## config.mk

```make
export PLATFORM = sky130hd
export DESIGN_NAME = fetch_pc_ctrl
export DESIGN_NICKNAME = d
export VERILOG_FILES = /design/src/rtl/fetch_pc_ctrl.sv
export SDC_FILE = /design/constraint.sdc
export NUM_CORES = 1
export LEC_CHECK = 0
export CAP_MARGIN = 20
export CELL_PAD_IN_SITES_DETAIL_PLACEMENT = 1
export CELL_PAD_IN_SITES_GLOBAL_PLACEMENT = 1
export CORE_ASPECT_RATIO = 1.4
export CORE_MARGIN = 2
export CORE_UTILIZATION = 36
export DETAILED_ROUTE_END_ITERATION = 8
export GPL_TIMING_DRIVEN = 0
export PLACE_DENSITY = 0.83
export SYNTH_ARGS = -nofsm -noshare
export SYNTH_HDL_FRONTEND = slang
export SYNTH_SLANG_ARGS = --single-unit
```

## constraint.sdc

```tcl
create_clock -name clk -period 7.05 [get_ports clk]
set_clock_uncertainty 0.2 [all_clocks]
set_input_delay 1.41 -clock clk [delete_from_list [all_inputs] [get_ports clk]]
set_output_delay 1.41 -clock clk [all_outputs]
set_load 0.02 [all_outputs]
```

## src/rtl/fetch_pc_ctrl.sv

```systemverilog
// Fetch sequencer: steers the external PC register, issues req/ack instruction fetches and
// buffers {pc,instr} pairs in a 2-entry FIFO. Optional feature macro: FETCH_MISALIGN_TRAP_EN.
module fetch_pc_ctrl #(
    parameter logic [31:0] RESET_VECTOR = 32'h0000_0000,
    parameter logic [31:0] TRAP_VECTOR  = 32'h0000_0010
) (
    input  logic        clk,
    input  logic        rst,
    input  logic [31:0] pc_i,
    output logic [31:0] pc_next_o,
    output logic        pc_stall_o,
    output logic        imem_req_o,
    output logic [31:0] imem_addr_o,
    input  logic        imem_ack_i,
    input  logic [31:0] imem_rdata_i,
    output logic        instr_valid_o,
    input  logic        instr_ready_i,
    output logic [31:0] instr_o,
    output logic [31:0] instr_pc_o,
    input  logic        redirect_i,
    input  logic [31:0] redirect_pc_i,
    output logic        misalign_o,
    output logic [31:0] misalign_addr_o
);

    typedef enum logic [1:0] {BOOT, FETCH, WAIT, DROP} state_t;

    state_t      state_r, state_nxt_s;
    logic [31:0] addr_r;
    logic [31:0] fifo_pc_r    [2];
    logic [31:0] fifo_instr_r [2];
    logic        wr_ptr_r, rd_ptr_r;
    logic [1:0]  count_r;
    logic        req_s, ack_s, redir_s, push_s, pop_s;
    logic [31:0] addr_s, target_s;

`ifdef FETCH_MISALIGN_TRAP_EN
    logic        mis_s, mis_r;
    logic [31:0] mis_addr_r;

    // Misaligned redirect targets divert to the trap vector
    always_comb begin
        mis_s    = (redirect_pc_i[1:0] != 2'b00);
        target_s = mis_s ? TRAP_VECTOR : redirect_pc_i;
    end

    assign misalign_o      = mis_r & ~rst;
    assign misalign_addr_o = rst ? 32'h0000_0000 : mis_addr_r;
`else
    assign target_s        = redirect_pc_i & 32'hFFFF_FFFC;
    assign misalign_o      = 1'b0;
    assign misalign_addr_o = 32'h0000_0000;
`endif

    // Request generation: an outstanding fetch keeps its original address until acked
    always_comb begin
        req_s  = 1'b0;
        addr_s = pc_i;
        if (rst) begin
            req_s = 1'b0;
        end else begin
            case (state_r)
                FETCH:       req_s = (count_r != 2'd2);
                WAIT, DROP: begin
                    req_s  = 1'b1;
                    addr_s = addr_r;
                end
                default:     req_s = 1'b0;
            endcase
        end
    end

    assign ack_s   = imem_ack_i & req_s;
    assign redir_s = redirect_i & ~rst & (state_r != BOOT);
    assign push_s  = ack_s & ~redir_s & (state_r != DROP);
    assign pop_s   = instr_valid_o & instr_ready_i;

    // PC register control: redirect beats advance, anything else holds
    always_comb begin
        pc_stall_o = 1'b1;
        pc_next_o  = pc_i;
        if (rst || state_r == BOOT) begin
            pc_stall_o = 1'b0;
            pc_next_o  = RESET_VECTOR;
        end else if (redir_s) begin
            pc_stall_o = 1'b0;
            pc_next_o  = target_s;
        end else if (push_s) begin
            pc_stall_o = 1'b0;
            pc_next_o  = pc_i + 32'd4;
        end else begin
            pc_stall_o = 1'b1;
            pc_next_o  = pc_i;
        end
    end

    // Next-state logic
    always_comb begin
        state_nxt_s = state_r;
        case (state_r)
            BOOT:  state_nxt_s = FETCH;
            FETCH: state_nxt_s = (req_s && !ack_s) ? (redir_s ? DROP : WAIT) : FETCH;
            WAIT:  state_nxt_s = ack_s ? FETCH : (redir_s ? DROP : WAIT);
            DROP:  state_nxt_s = ack_s ? FETCH : DROP;
            default: state_nxt_s = BOOT;
        endcase
    end

    // State, outstanding address, FIFO and misalign registers
    always_ff @(posedge clk) begin
        if (rst) begin
            state_r  <= BOOT;
            addr_r   <= 32'h0000_0000;
            wr_ptr_r <= 1'b0;
            rd_ptr_r <= 1'b0;
            count_r  <= 2'd0;
`ifdef FETCH_MISALIGN_TRAP_EN
            mis_r      <= 1'b0;
            mis_addr_r <= 32'h0000_0000;
`endif
        end else begin
            state_r <= state_nxt_s;
            if (state_r == FETCH && req_s) begin
                addr_r <= pc_i;
            end
            if (redir_s) begin
                wr_ptr_r <= 1'b0;
                rd_ptr_r <= 1'b0;
                count_r  <= 2'd0;
            end else begin
                if (push_s) begin
                    fifo_pc_r[wr_ptr_r]    <= addr_s;
                    fifo_instr_r[wr_ptr_r] <= imem_rdata_i;
                    wr_ptr_r               <= ~wr_ptr_r;
                end
                if (pop_s) begin
                    rd_ptr_r <= ~rd_ptr_r;
                end
                count_r <= count_r + {1'b0, push_s} - {1'b0, pop_s};
            end
`ifdef FETCH_MISALIGN_TRAP_EN
            mis_r <= redir_s & mis_s;
            if (redir_s && mis_s) begin
                mis_addr_r <= redirect_pc_i;
            end
`endif
        end
    end

    assign imem_req_o    = req_s;
    assign imem_addr_o   = addr_s;
    assign instr_valid_o = (count_r != 2'd0) & ~rst;
    assign instr_o       = fifo_instr_r[rd_ptr_r];
    assign instr_pc_o    = fifo_pc_r[rd_ptr_r];

endmodule

```

==> impl_metrics.json <==
{
  "place.detailed.hpwl_um": 18800,
  "status": "finished, final reports clean",
  "drive_gt1_frac": 0.203,
  "post_cts_resized": 0,
  "setup.worst_path.end_class": "output port",
  "antenna_left": 0,
  "fp.dieH_um": 180,
  "synthToLayoutAreaGrowth_pct": 43.6,
  "synth_fa_ha_area_frac": 0.00474,
  "power_density_nw_per_um2": 216,
  "cts_buffer_depth": 2,
  "rsz0062_at_grt": "false",
  "min_path_cells": 2,
  "overflow": 0,
  "port-buffer-count": 225,
  "fillerInstances": 2305,
  "synthCells": 649,
  "place.gp.congestion": 0.830,
  "finalMaxSlewViolations": 0,
  "clkLatencyLatePin_ns": 0.44,
  "numCtsBuffers": 17,
  "fin_util": 0.525,
  "fp.dieW_um": 129,
  "synth_top_area_cell": "edfxtp_1",
  "area.sequential_um2": 4620,
  "synth-seq-cells": 167,
  "initialDrtViolationCount": 274,
  "synth_xor_area_frac": 0.0221,
  "r2r_cells": 10,
  "pre_cts_ws_ns": 1.21,
  "setup_viol": 0,
  "drt-wirelength-per-cell_um": 20.3,
  "first_pass_iters": 4,
  "tritoncts": "yes",
  "yosysSeqAreaShare": 0.584,
  "cts_hold_buf": 0,
  "synth_area_um2": 7930,
  "fin_ws_ns": 1.18,
  "root_buffer": "clkbuf_16",
  "synth.avg_cell_area_um2": 12.2,
  "grt_pass1_wl_um": 38300,
  "grt_pass1_vias": 6748,
  "max-vdd-ir-drop_mv": 0.163,
  "finalHoldViolations": 0,
  "layout.nets": 1032,
  "worst_slew_pin_slew_ns": 0.897,
  "synth_compound_area_frac": 0.0718,
  "synthArstFlopShare": 0,
  "die-area_um2": 23200,
  "drt-total-wl_um": 25200,
  "clkSinkCount": 167,
  "rows": 64,
  "min_path_type": "register to register",
  "synth_mux_area_frac": 0.138,
  "synth-main-ff-cell": "edfxtp_1",
  "critPathKind": "input port to output port",
  "start_util": 0.365,
  "start_kind": "input port",
  "num_vias": 6182,
  "path_max_fanout": 7,
  "synthTopCellsByCount": "edfxtp_1 (128), mux2_2 (96), nand2_1 (74)",
  "drv_cap": 0,
  "slew_headroom": 0.402,
  "clkTransAtPathRegs_ns": 0.07,
  "fin_crit_ns": 5.87,
  "synth.area.top_cells": "edfxtp_1 (49%), mux2_2 (14%), dfxtp_1 (9.9%), nand2_1 (3.5%), buf_4 (3.1%)",
  "synth_simple_gate_area_frac": 0.121,
  "num_io_pins": 265,
  "vias_per_cell": 4.99,
  "cp_data_required_time_ns": 5.44,
  "synth_top_family_by_area": "multiplexers",
  "multi_input_area_um2": 2970,
  "antenna_found_initial": 2,
  "synth_top_cell_area_share": 0.485,
  "post-route-period-util": 0.833,
  "h-tree-depth": 4,
  "critical_path_arrival_ns": 4.26,
  "post_cts_buffers": 0,
  "drc_errors": 0,
  "ys_types": 54,
  "synth-edff-count": 128,
  "core_um2": 21700,
  "grt_max_degree": 39,
  "p_total_uw": 2460,
  "p_leak_uw": 0.00390,
  "fmax_mhz": 170,
  "setup_tns_ns": 0,
  "placed_cells": 1206,
  "yosysMostFrequentCell": "edfxtp_1",
  "final_cells": 1239,
  "ys_warn_count": 0,
  "grtUsageTotal": 0.220
}
## cell usage in the layout, fill, tap and decap left out, drive strengths merged, types with 4 or more instances in the layout
cell type / instances
nor4: 11
edfxtp: 128
o221ai: 4
clkdlybuf4s50: 225
or2: 7
nand2: 75
o21ai: 25
xnor2: 18
clkinv: 6
a311oi: 6
and3: 4
mux2: 96
nand2b: 4
clkbuf: 43
bufinv: 4
nand3: 9
nand4: 10
buf: 50
nor2: 26
or3: 8
nor3: 12
a21oi: 50
conb: 33
inv: 10
dfxtp: 39
## stage by stage
step,hold WS [ns],cell area [µm²]
final,0.254,11400
after global routing,0.278,11400
after CTS,0.257,11400
after detailed placement,0.246,10700
after global placement,0.239,10700
after floorplan,0.234,8050
## path summary, 6_finish.rpt
| check | startpoint | endpoint | slack, ns |
|---|---|---|---|
| setup / recovery | rst | pc_next_o[8] | 1.18 |
| setup reg to reg | count_r[0] | count_r[1] | 4.59 |
| hold / removal | addr_r[30] | addr_r[30] | 0.25 |
| hold reg to reg | addr_r[30] | addr_r[30] | 0.25 |
## final cells by class
type,count,area share
sequential,167,0.406
timing repair buffer,228,0.203
inverter,6,0.00198
clock inverter,15,0.0189
multi-input combinational,435,0.261
tap,297,0.0326
clock buffer,17,0.0374
buffer,73,0.0388
antenna,1,0.000220
## routing by layer
layer  up-vias  global-route usage  share of wire
met2       203               0.411           0.55
met3        46              0.0491          0.051
met1      3042               0.233           0.37
met4         2              0.0913          0.028
li1       2889                   -              -
met5         -                   0        0.00052
## cells by family after synthesis
logic type / after synthesis
compound gates: 98
xor+xnor: 20
fa+ha+maj: 3
buf+inv: 79
flops: 167
mux: 97
other cells: 1
simple gates: 184
## report_power, final
group          switching [µW]  total (µW)  internal [µW]
Combinational             197         362            164
Sequential               8.76        1090           1080
Clock                     408        1010            602
## registers in the layout, summed over array words and instances (netlist names), named ones only
| name | count |
|---|---|
| addr_r | 32 |
| count_r | 2 |
| fifo_instr_r | 64 |
| fifo_pc_r | 64 |
| rd_ptr_r | 1 |
| state_r | 2 |
| wr_ptr_r | 1 |
## critical path, cell delays in order
cell	delay, ns
clkdlybuf4s50_1	0.51
nand2b_1	0.36
nor3_4	0.37
inv_1	0.22
or4_1	0.54
a31oi_1	0.20
clkdlybuf4s50_1	0.64
No activity file was read; power rests on OpenSTA's default activity.
